[src/rtl/jbi_timer_tick_gen_pkg.sv]
`default_nettype none
// ============================================================================
//  Package : jbi_timer_tick_gen_pkg
//  Purpose : Shared definitions for the JBI timeout tick prescaler. The timer
//            block monitors decode the same state encodings.
//  Contents: FSM state encodings IDLE/LOAD/RUN, tick counter width and the
//            default interval loaded at reset.
//  Revision: 1.0 - initial release
// ============================================================================
package jbi_timer_tick_gen_pkg;

  // Prescaler FSM encodings. The value 2'b11 is illegal and recovers to IDLE.
  localparam logic [1:0] ST_IDLE = 2'b00;
  localparam logic [1:0] ST_LOAD = 2'b01;
  localparam logic [1:0] ST_RUN  = 2'b10;

  // Width of the wrapping debug count of issued ticks.
  localparam int TICK_CNT_W = 8;

  // An interval of 0 leaves tick generation disabled until software writes
  // a nonzero interval.
  localparam int DEF_RST_INTERVAL = 0;

endpackage
`default_nettype wire

[src/rtl/jbi_tick_dncnt.sv]
`default_nettype none
// ============================================================================
//  Module  : jbi_tick_dncnt
//  Purpose : Loadable down-counter for the tick prescaler. It holds at zero,
//            and terminal flags the zero value.
//  Ports   : clk, rst      - clock, synchronous active-high reset
//            load          - load load_val (has priority over dec)
//            load_val      - value to load
//            dec           - decrement by one
//            cnt           - current count
//            terminal      - cnt == 0
//  Revision: 1.0 - initial release
// ============================================================================
module jbi_tick_dncnt
  import jbi_timer_tick_gen_pkg::*;
#(
  parameter int CNT_W = 32
) (
  input  logic             clk,
  input  logic             rst,
  input  logic             load,
  input  logic [CNT_W-1:0] load_val,
  input  logic             dec,
  output logic [CNT_W-1:0] cnt,
  output logic             terminal
);

  always_ff @(posedge clk) begin
    if (rst) begin
      cnt <= '0;
    end else if (load) begin
      cnt <= load_val;
    end else if (dec && (cnt != '0)) begin
      cnt <= cnt - CNT_W'(1);
    end
  end

  assign terminal = (cnt == '0);

endmodule
`default_nettype wire

[src/rtl/jbi_timer_tick_gen.sv]
`default_nettype none
// ============================================================================
//  Module  : jbi_timer_tick_gen
//  Purpose : Programmable prescaler. It emits a one-cycle tick every
//            'interval' cycles, and that tick is fanned out to the per-JID
//            timeout timers.
//  Ports   : clk, rst      - clock, synchronous active-high reset
//            enable        - level, 1 = generate ticks
//            sync_restart  - pulse, restart the current period (RUN only)
//            csr_wr        - pulse, write csr_wdata into the interval register
//            csr_wdata     - new interval in cycles per tick
//            csr_interval  - programmed interval readback (unclamped)
//            tick          - registered one-cycle pulse, once per period
//            running       - 1 while the FSM is in RUN
//            tick_count    - wrapping count of issued ticks
//  Revision: 1.0 - initial release
// ============================================================================
module jbi_timer_tick_gen
  import jbi_timer_tick_gen_pkg::*;
#(
  parameter int CNT_W        = 32,
  parameter int MIN_INTERVAL = 2,
  parameter int RST_INTERVAL = DEF_RST_INTERVAL
) (
  input  logic                  clk,
  input  logic                  rst,
  input  logic                  enable,
  input  logic                  sync_restart,
  input  logic                  csr_wr,
  input  logic [CNT_W-1:0]      csr_wdata,
  output logic [CNT_W-1:0]      csr_interval,
  output logic                  tick,
  output logic                  running,
  output logic [TICK_CNT_W-1:0] tick_count
);

  logic [1:0]       state;
  logic [1:0]       state_nxt;
  logic [CNT_W-1:0] eff;
  logic [CNT_W-1:0] eff_m1;
  logic             csr_zero;
  logic             cnt_load;
  logic             cnt_dec;
  logic             fire;
  logic [CNT_W-1:0] cnt;
  logic             terminal;

  // Small nonzero intervals are clamped up so that tick is never high on two
  // consecutive cycles. eff - 1 therefore cannot underflow.
  assign csr_zero = (csr_interval == '0);
  assign eff      = (csr_interval < CNT_W'(MIN_INTERVAL)) ? CNT_W'(MIN_INTERVAL)
                                                          : csr_interval;
  assign eff_m1   = eff - CNT_W'(1);

  // The RUN branch order sets the event priority. A higher-priority event in
  // the terminal cycle suppresses that cycle's tick.
  always_comb begin
    state_nxt = state;
    cnt_load  = 1'b0;
    cnt_dec   = 1'b0;
    fire      = 1'b0;
    case (state)
      ST_IDLE: begin
        if (enable && !csr_zero) state_nxt = ST_LOAD;
      end
      ST_LOAD: begin
        if (!enable || csr_zero) begin
          state_nxt = ST_IDLE;
        end else begin
          cnt_load  = 1'b1;
          state_nxt = ST_RUN;
        end
      end
      ST_RUN: begin
        if (!enable || csr_zero) begin
          state_nxt = ST_IDLE;
        end else if (sync_restart) begin
          state_nxt = ST_LOAD;
        end else if (terminal) begin
          fire     = 1'b1;
          cnt_load = 1'b1;
        end else begin
          cnt_dec = 1'b1;
        end
      end
      default: state_nxt = ST_IDLE;
    endcase
  end

  jbi_tick_dncnt #(
    .CNT_W(CNT_W)
  ) u_dncnt (
    .clk      (clk),
    .rst      (rst),
    .load     (cnt_load),
    .load_val (eff_m1),
    .dec      (cnt_dec),
    .cnt      (cnt),
    .terminal (terminal)
  );

  // A CSR write lands one cycle later, so any reload in the write cycle
  // still uses the previous interval.
  always_ff @(posedge clk) begin
    if (rst) begin
      state        <= ST_IDLE;
      running      <= 1'b0;
      tick         <= 1'b0;
      tick_count   <= '0;
      csr_interval <= CNT_W'(RST_INTERVAL);
    end else begin
      state   <= state_nxt;
      running <= (state_nxt == ST_RUN);
      tick    <= fire;
      if (fire) tick_count <= tick_count + TICK_CNT_W'(1);
      if (csr_wr) csr_interval <= csr_wdata;
    end
  end

endmodule
`default_nettype wire

[config.mk]
export PLATFORM = sky130hd
export DESIGN_NAME = jbi_timer_tick_gen
export DESIGN_NICKNAME = d
export VERILOG_FILES = /design/src/rtl/jbi_timer_tick_gen_pkg.sv /design/src/rtl/jbi_tick_dncnt.sv /design/src/rtl/jbi_timer_tick_gen.sv
export SDC_FILE = /design/constraint.sdc
export NUM_CORES = 1
export LEC_CHECK = 0
export ABC_AREA = 0
export BUFFER_PORTS_ARGS = -buffer_cell sky130_fd_sc_hd__buf_2
export CORE_MARGIN = 1.5
export CORE_UTILIZATION = 35
export DETAILED_ROUTE_END_ITERATION = 12
export PLACE_DENSITY = 0.55
export SYNTH_ARGS = -nofsm -noshare
export SYNTH_HDL_FRONTEND = slang
export SYNTH_HIERARCHICAL = 1
export SYNTH_SLANG_ARGS = --single-unit
export TNS_END_PERCENT = 5
[constraint.sdc]
create_clock -name clk -period 9.2 [get_ports clk]
set_input_delay 0.92 -clock clk [delete_from_list [all_inputs] [get_ports clk]]
set_output_delay 0.92 -clock clk [all_outputs]
set_load 0.01 [all_outputs]
Yosys cells after proc, flatten, opt, wreduce, memory -nomap -nowiden:

Cells that the tools add are included.

* reductions and logical operators: 10
* muxes and demuxes: 18
* add/subtract/negate cells: 3
* equality and inequality tests: 3
* order comparisons: 1

Operators with widths (count)
* 32-bit two-way mux: 3
* 32-bit zero test: 2
* 32-bit by 1-bit subtractor with 32-bit output, second input constant: 2
* 32-bit by 2-bit < comparator with 1-bit output, second input constant: 1
* 32-bit nonzero test: 1
* 1-bit two-way mux: 9
* 8-bit by 1-bit adder with 8-bit output, second input constant: 1
* 2-bit two-way mux: 4
* 2-bit one-hot mux with 3 select lines: 1
* 2-bit equality test, second input constant: 2
* 2-bit by 1-bit equality test with 1-bit output, second input constant: 1
* 1-bit logical AND: 2
* 1-bit zero test: 2
* 2-bit zero test: 1
* 1-bit one-hot mux with 2 select lines: 1
* 2-bit nonzero test: 1
* 1-bit logical OR: 1

* output and inout port bits: 42
* flip-flop bits (word level): 76

Longest topological paths before layout:

Gate-level depths: netlist of run 1.

* depth in word-level cells: 8
* gate-level depth with buffers: 13
* depth with buffers taken out: 12

By module:

Netlist of run 1, hierarchy kept.

By module, submodules not included
* jbi_timer_tick_gen: instances 1, area an instance 2462.4 sq um, cells an instance 269
* jbi_tick_dncnt: instances 1, area an instance 1993.2 sq um, cells an instance 233

Worst setup path after synthesis of run 1:

No wires, ideal clock.

* path kind: input to register
* start: input port enable
* end: register u_dncnt.cnt[19]
* setup slack: 5848 ps
* buffers on the path: 1
* stages on the path: 7
* required time: 9109 ps
* library setup time: 91 ps
* arrival time: 3261 ps
* path through: o41ai_4 > buf_6 > nor4b_1 > nand2_1 > a311o_1 > or4_1 > a311oi_1

* cells in the longest elaborated chain, start to end: 6
* elaborated cells between the ends (all ways): 10

RTL lines
* start: declaration: line jbi_timer_tick_gen.sv:27 `input logic enable,`
* 1-bit zero test: line jbi_timer_tick_gen.sv:75 `if (!enable || csr_zero) begin`
* 1-bit logical OR: line jbi_timer_tick_gen.sv:75
* 1-bit two-way mux: line jbi_timer_tick_gen.sv:75
* 1-bit two-way mux: line jbi_timer_tick_gen.sv:62 `case (state)`
* named net cnt_dec: line jbi_timer_tick_gen.sv:43 `logic cnt_dec;`
* 1-bit logical AND: line jbi_tick_dncnt.sv:33 `end else if (dec && (cnt != '0)) begin`
* 2-bit nonzero test (no source line)
* end signal: assignment: line jbi_tick_dncnt.sv:32 `cnt <= load_val;`
* end signal: assignment: line jbi_tick_dncnt.sv:34 `cnt <= cnt - CNT_W'(1);`
* end: declaration: line jbi_tick_dncnt.sv:24 `output logic [CNT_W-1:0] cnt,`

The timed path passes the listed nets, and every way through them passes these cells.
A chain may end at the register's enable or synchronous reset.

Worst setup path after layout of run 1:

* start: register u_dncnt.cnt[0]
* end: register u_dncnt.cnt[13]

* elaborated cells between the ends (all ways): 15

RTL lines
* 32-bit zero test (*): line jbi_tick_dncnt.sv:38 `assign terminal = (cnt == '0);`
* named net terminal: line jbi_timer_tick_gen.sv:46 `logic terminal;`
* 1-bit two-way mux (*): line jbi_timer_tick_gen.sv:79 `end else if (terminal) begin`
* 1-bit two-way mux (*): line jbi_timer_tick_gen.sv:77 `end else if (sync_restart) begin`
* 1-bit two-way mux (*): line jbi_timer_tick_gen.sv:75
* 1-bit one-hot mux with 2 select lines (*): line jbi_timer_tick_gen.sv:62
* named net cnt_load: line jbi_timer_tick_gen.sv:42 `logic cnt_load;`
* 32-bit two-way mux / 2-bit nonzero test (equally long branches)

The timed path passes the listed nets; every way through them passes the cells marked *. The select of a mux whose other input is x is not followed.

==> summary.md, run 1 <==
| Metric | Value |
|---|---|
| Fin crit period | `~4.0 ns` |
| Vias after detailed routing | `4002` |
| Post-Route WL | `~12000 um` |
| PwrDens | `169 nW/um2` |
| First-pass GRT wire length | `19500 um` |
| Area Overhead vs Synth | `17.1%` |
| Share of the synthesized area in the top cell type | `34.1%` |
| Clk network pwr share | `35.7%` |
| Clock skew | `0.0116 ns` |
| Unrepaired setup endpoints after global routing | `false` |
| Pwr Total | `just under 0.0009 W` |
| CP arrival | `4.15 ns` |
| CTS Sinks | `76` |
| Hold crit path type | `flip-flop to flip-flop` |
| Initial antenna violation count | `0` |
| Fmax | `251 MHz` |
| Sw Ratio | `31.4%` |
| TritonCTS buffer count | `9` |
| Vias in the first global route | `3809` |
| Mapped Cells | `502` |
| Slew Viols, Final | `0` |
| #FFs+latches synth | `76` |
| Int Power | `0.000606 W` |
| Hold depth | `2` |
| Lkg Pwr | `2.17 nW` |
| Seq/Total Area, Yosys | `between 30% and 40%` |
| Core area | `12500 um2` |
| Post-DP Area | `4960 um2` |
| Antenna Diode Count | `0` |
| Setup tns final | `0 ns` |
| Row count | `between 40 and 50` |
| Hold Path End | `tick_count[7]` |
| Combinational family with the most area after synthesis | `simple AND/OR/NAND/NOR gates` |
| Sequential cell fraction of total power | `42.2%` |
| Maximum number of pins on one net before global-route repair | `80` |
| Post-synthesis xor/xnor area fraction | `6.88%` |
| Layout cell share with drive strength beyond 1 | `20.9%` |
| Hold-fix buffers, CTS | `0` |
| Vias/cell | `5.39` |
| Synth Net Count | `between 500 and 600` |
| Clock Path Buffers | `2` |
| Critical hold path startpoint | `tick_count[7]` |
| Worst reg-to-reg setup slack | `5.22 ns` |
| DRC errors left | `0` |
| R2r worst-path depth | `11` |
| Postcts setup bufs | `0` |
| Worst Tran Pin Value | `1.09 ns` |
| Warnings, synthesis | `6` |
| Die area | `13400 um2` |
| Post-synthesis compound-gate area fraction | `between 10% and 20%` |
| Most frequent cells in the layout | `80 x nor2_1, 78 x buf_2, 76 x dfxtp_1` |
| Post-route ant nets | `0` |
| Critical path data required time | `9.37 ns` |
| Maxcap violations | `0` |
| DRT Pass-1 Iters | `4` |
| Area leader, netlist | `dfxtp_1` |
| Post-route cell area | `5220 um2` |
| Peak VDD IR | `roughly 0.000073 V` |
| Clk slew on worst S/H paths | `0.06 ns` |
| Syn_area_per_cell | `around 8.9 um2` |
| Critical path capture point type | `flip-flop` |
| Port bufs | `78` |
| Final Cycle Share | `43.2%` |
| Total grt overflow | `0` |
| Htree depth | `3` |
| Mux share of post-synthesis cell area | `7.64%` |
| Final Net Count | `a little over 600` |
| Crit Path Max Fanout | `54` |
| Psw | `0.000278 W` |
| GRT Overall Usage | `18.6%` |
| Status | `finished clean` |
| Clk_lat worst skew | `0.34 ns` |
| Post-Synthesis Cell Area | `4460 um2` |
| Dominant cells by area after synthesis | `dfxtp_1 34%, mux2i_1 7.6%, nor2_1 6.7%` |
| Routed WL per cell | `between 15 and 20 um` |
| TritonCTS clock tree | `yes` |
| Final Hold Fails | `0` |
| Post-synthesis adder-cell area fraction | `1.97%` |
| Synth async-reset ratio | `0%` |
| Post-CTS sizing | `0` |
| Setup ws final | `around 5.2 ns` |
| Worst reg2reg endpoint | `u_dncnt/cnt[13]` |
| Final setup viols | `0` |
| CTS root buffer | `clkbuf_16` |
| Die Wd | `116 um` |
| Synth unique cells | `57` |
| Drt initial violations | `182` |
| Reg2reg start | `u_dncnt/cnt[0]` |
| Comb pwr share | `22.1%` |
| Startpoint types | `flip-flop` |
| Slew HR | `26.9%` |
| Initial Utilization | `35.6%` |
| Dpl hpwl | `8600 um` |
| Crit Path Category | `flip-flop to flip-flop` |
| Post-synth EDFFs | `0` |
| Ys flop type | `dfxtp_1` |
| DP Worst Slack | `5.28 ns` |
| Most common cell after layout, fill and taps aside | `nor2_1` |
| Num ports | `about 80` |
| Synth Area in Simple Gates | `28.1%` |
| GPL Wtd Cong | `0.792` |
| Die height | `116 um` |
cells by family (layout without fill, tap and decap cells):
family / Yosys count / count (layout)
simple gates: 216 / 216
compound gates: 97 / 97
flops: 76 / 76
buf+inv: 37 / 105
xor+xnor: 35 / 35
mux: 34 / 34
fa+ha+maj: 7 / 7
worst max-delay path, cell delays in order, from the launching register on:
cell and delay [ns]:
dfxtp_1 0.33, inv_1 0.10, ha_1 0.21, nor3b_1 0.49, nand4_4 0.24, nor3_1 0.41, and3b_1 0.25, o21ai_0 0.08
nor2_1 0.67, inv_2 0.62, o21bai_1 0.31, a31oi_1 0.07
worst max-delay path by stage:
stage / startpoint / endpoint / slack, ns / cells past startpoint
after global routing: u_dncnt/cnt[0] / u_dncnt/cnt[3] / 4.74 / 11
after detailed placement: u_dncnt/cnt[0] / u_dncnt/cnt[11] / 5.28 / 11
after floorplan: enable / u_dncnt/cnt[19] / 5.85 / 7
after global placement: csr_interval[11] / u_dncnt/cnt[26] / 5.45 / 12
final: u_dncnt/cnt[0] / u_dncnt/cnt[13] / 5.22 / 11
after CTS: u_dncnt/cnt[0] / u_dncnt/cnt[11] / 5.26 / 11
metal layers:
metal	up-vias	track usage [%]	wire length, um
met5	-	0	0
met4	0	7.48	95
met2	80	28.1	5380
li1	2001	-	-
met1	1912	26.5	5920
met3	9	2.98	461
flip-flops by register name, summed over array words and instances (netlist names):
signal	cells
u_dncnt/cnt	32
tick	1
csr_interval	32
running	1
tick_count	8
state	2
synthesized netlist by cell type (4+ instances only):
library cell  instances
clkbuf_1             18
a311oi_2              6
mux2i_1              34
inv_1                10
or3_1                18
xnor2_1              13
nand3_1               6
o21ai_0               6
a211oi_1              9
and2_1                4
or4_1                14
nor4_1                9
nand4b_1              4
dfxtp_1              76
nand2_1              27
o31ai_1              13
xor2_1               22
nor2_1               80
ha_1                  7
a311oi_1             12
o21ai_1               8
a31oi_1               5
nor3_1               17
a21oi_1              12
nand2b_1              4
nor4_4                6
per-stage QoR:
stage | util, % | std cells | hold slack (ns)
after floorplan | - | 502 | 0.463
final | 41.7 | 742 | 0.488
after global placement | 39.6 | 728 | 0.464
after CTS | 41.7 | 742 | 0.495
after detailed placement | 39.6 | 728 | 0.489
after global routing | 41.7 | 742 | 0.528
area by class of cell:
type                    count  area [um2]
fillers                  1285        7300
multi-input cells         389        2780
clock inverters             3        15.0
repair buffers             80         405
clock buffers              11         243
flip-flops and latches     76        1520
inverters                  11        41.3
well taps                 172         215
power by group through the flow:
stage	logic, W	registers [W]	clock network [W]
final	0.000196	0.000373	0.000315
after global routing	0.000218	0.000376	0.000337
after CTS	0.000196	0.000373	0.000326
after detailed placement	0.000195	0.000380	0
after global placement	0.000193	0.000379	0
after floorplan	0.000143	0.000376	0
(Power assumes the default switching activity.)
==> run 2: changes to the inputs <==
ABC_AREA = 1   (was 0)
PLACE_DENSITY = 0.54   (was 0.55)
clock period = 4.15 ns   (was 9.2 ns; I/O delays follow)
==> run 2 against run 1 <==
Against the previous run:
- hold slack worse by 0.20 ns
- die area is 17% higher
- final area is 17% higher
- critical path depth is 7 higher
- largest power group is now combinational logic
==> summary.md, run 2 <==
| Metric | Value |
|---|---|
| Post-synthesis xor/xnor area fraction | `under 10%` |
| Combinational family with the most area after synthesis | `simple AND/OR/NAND/NOR gates` |
| DRT Pass-1 Iters | `5` |
| Post-route ant nets | `0` |
| TritonCTS clock tree | `yes` |
| Routed WL per cell | `~14 um` |
| Int Power | `around 0.0017 W` |
| Psw | `0.00102 W` |
| Drt initial violations | `~240` |
| Die height | `125 um` |
| Sw Ratio | `38.2%` |
| Comb pwr share | `roughly 37%` |
| Maximum number of pins on one net before global-route repair | `48` |
| Crit-path most repeated cell | `nor2_1` |
| Row count | `44` |
| Status | `finished clean` |
| Postcts setup bufs | `0` |
| CP max stage delay | `roughly 0.54 ns` |
| Synth Net Count | `849` |
| Mux share of post-synthesis cell area | `0%` |
| Hold-fix buffers, CTS | `0` |
| Final Net Count | `918` |
| Fmax | `291 MHz` |
| Clk slew on worst S/H paths | `0.06 ns` |
| Worst path top cell family by delay | `simple AND/OR/NAND/NOR gates` |
| Critical path data required time | `4.39 ns` |
| Vias after detailed routing | `5112` |
| CTS root buffer | `clkbuf_16` |
| Post-synthesis adder-cell area fraction | `1.67%` |
| Initial Utilization | `35.9%` |
| Critical path capture point type | `flip-flop` |
| Final hold slack | `0.291 ns` |
| Share of the synthesized area in the top cell type | `29.0%` |
| Vias in the first global route | `about 5000` |
| Clock skew | `0.00785 ns` |
| Die Wd | `125 um` |
| Buffers and inverters on the worst path | `5` |
| Peak VDD IR | `approximately 0.00024 V` |
| CP arrival | `3.67 ns` |
| Htree depth | `3` |
| Area Overhead vs Synth | `16.2%` |
| CP cell instances | `inv_1 > ha_1 > nand2_4 > nor2_8 > nand2_1 > nor3_1 > nand2_1 > nor2_1 > inv_1 > nor2_2 > buf_4 > o21ai_0 > nor2_1 > inv_1 > nand2_2 > clkinv_4 > nor2_1 > nor2_1` |
| Final setup viols | `0` |
| Seq/Total Area, Yosys | `between 20% and 30%` |
| Syn_area_per_cell | `6.51 um2` |
| Final Hold Fails | `0` |
| Worst Tran Pin Value | `1.14 ns` |
| Finished Layout Cells | `1063` |
| First-pass GRT wire length | `about 25000 um` |
| Dpl hpwl | `approximately 11000 um` |
| #FFs+latches synth | `76` |
| Crit Path Category | `flip-flop to flip-flop` |
| Layout cell share with drive strength beyond 1 | `20.6%` |
| Ys flop type | `dfxtp_1` |
| Slew HR | `a little under a quarter` |
| Hold crit path type | `input pin to flip-flop` |
| Mapped Cells | `805` |
| CTS Sinks | `76` |
| GRT Overall Usage | `19.3%` |
| Post-synth EDFFs | `0` |
| Setup tns final | `0 ns` |
| Num ports | `between 70 and 80` |
| Synth Area in Simple Gates | `43.0%` |
| Regs by FF count | `csr_interval: 32 flops, u_dncnt/cnt: 32 flops, tick_count: 8 flops` |
| Synth unique cells | `35` |
| Clk network pwr share | `31.8%` |
| Startpoint types | `flip-flop` |
| Post-Synthesis Cell Area | `5240 um2` |
| DP Worst Slack | `between 0.6 and 0.7 ns` |
| Synth async-reset ratio | `0%` |
| Count leader, synth | `nor2_1` |
| TritonCTS buffer count | `9` |
| Setup ws final | `~0.72 ns` |
| Fill count | `1591` |
| Post-synthesis compound-gate area fraction | `10.5%` |
| Antenna Diode Count | `0` |
| PwrDens | `440 nW/um2` |
| Post-CTS sizing | `0` |
| Sequential cell fraction of total power | `31.3%` |
| Port bufs | `78` |
| Initial antenna violation count | `0` |
| Dominant cells by area after synthesis | `dfxtp_1 29%, nor2_1 13%, nand2_1 11%` |
| Warnings, synthesis | `6` |
| DRC errors left | `0` |
| Maxcap violations | `0` |
| Slew Viols, Final | `0` |
| Clk_lat worst skew | `roughly 0.35 ns` |
| Slowest stage cell, crit path | `nand2_2` |
| Top cells by count, synth | `185 x nor2_1, 152 x nand2_1, 76 x dfxtp_1` |
| Lkg Pwr | `2.93 nW` |
| Die area | `roughly 16000 um2` |
| Area leader, netlist | `dfxtp_1` |
| Post-Route WL | `between 10000 and 15000 um` |
| Crit Path Max Fanout | `33` |
| Most frequent cells in the layout | `185 x nor2_1, 152 x nand2_1, 78 x buf_2` |
| GPL Wtd Cong | `about 0.87` |
| Clock Path Buffers | `2` |
| Placed insts | `~1000` |
| Vias/cell | `4.81` |
| Unrepaired setup endpoints after global routing | `false` |
| Core area | `14600 um2` |
| Most common cell after layout, fill and taps aside | `nor2_1` |
| Final Cycle Share | `82.7%` |
| Total grt overflow | `0` |
| Fin crit period | `3.43 ns` |
## run 2: cell count changes after synthesis, sizes merged, moves of 34 or more
cell	change
nor2	+131
o21ai	+42
nand2	+147
mux2i	-34
nand3	+49
inv	+62
## run 2: kinds of logic after synthesis
group	count (synthesis)
buffers and inverters	98
AO/OA/AOI/OAI	98
adder cells (fa/ha/maj)	7
flip-flops	76
AND/OR/NAND/NOR	479
XOR/XNOR	47
## run 2: per-layer routing
layer	vias to the layer above	GRT usage [%]	share of wire, %
met1	2300	27.4	51
li1	2696	-	-
met3	16	3.59	4.4
met4	0	6.68	1.5
met5	-	0	0
met2	100	29.4	44
## run 2: stage by stage
stage | utilization (%) | instance area [um2] | power (W)
6_report | 41.7 | 6090 | 0.00268
5_1_grt | 41.7 | 6090 | 0.00289
4_1_cts | 41.7 | 6090 | 0.00270
3_3_place_gp | 39.5 | 5770 | 0.00184
3_5_place_dp | 39.5 | 5770 | 0.00184
2_1_floorplan | - | 5240 | 0.00161
## run 2: worst paths after layout
| check | from | end | slack [ns] | cells past startpoint |
|---|---|---|---|---|
| max | u_dncnt/cnt[0] | u_dncnt/cnt[7] | 0.72 | 18 |
| min | csr_wdata[27] | csr_interval[27] | 0.29 | 3 |
| max reg2reg | u_dncnt/cnt[0] | u_dncnt/cnt[7] | 0.72 | 18 |
| min reg2reg | u_dncnt/cnt[0] | u_dncnt/cnt[0] | 0.46 | 2 |
## run 2: power by group through the flow
stage	sequential [W]	combinational [W]	clock, W
floorplan	0.000847	0.000764	0
global placement	0.000854	0.000984	0
detailed placement	0.000853	0.000987	0
CTS	0.000838	0.000993	0.000873
global route	0.000846	0.00114	0.000904
finish	0.000838	0.000992	0.000851
## run 2: area by class of cell
| cell class | count | area (um2) | area share, % |
|---|---|---|---|
| multi-input cells | 631 | 3310 | 54.3 |
| flip-flops and latches | 76 | 1520 | 25.0 |
| repair buffers | 81 | 413 | 6.78 |
| inverters | 75 | 297 | 4.87 |
| clock buffers | 13 | 280 | 4.60 |
| well taps | 184 | 230 | 3.78 |
| clock inverters | 3 | 42.5 | 0.699 |
## run 2: worst min-delay path, cell delays in order
cell	delay, ns
buf_2	0.08
nor2_1	0.03
nor2_1	0.08
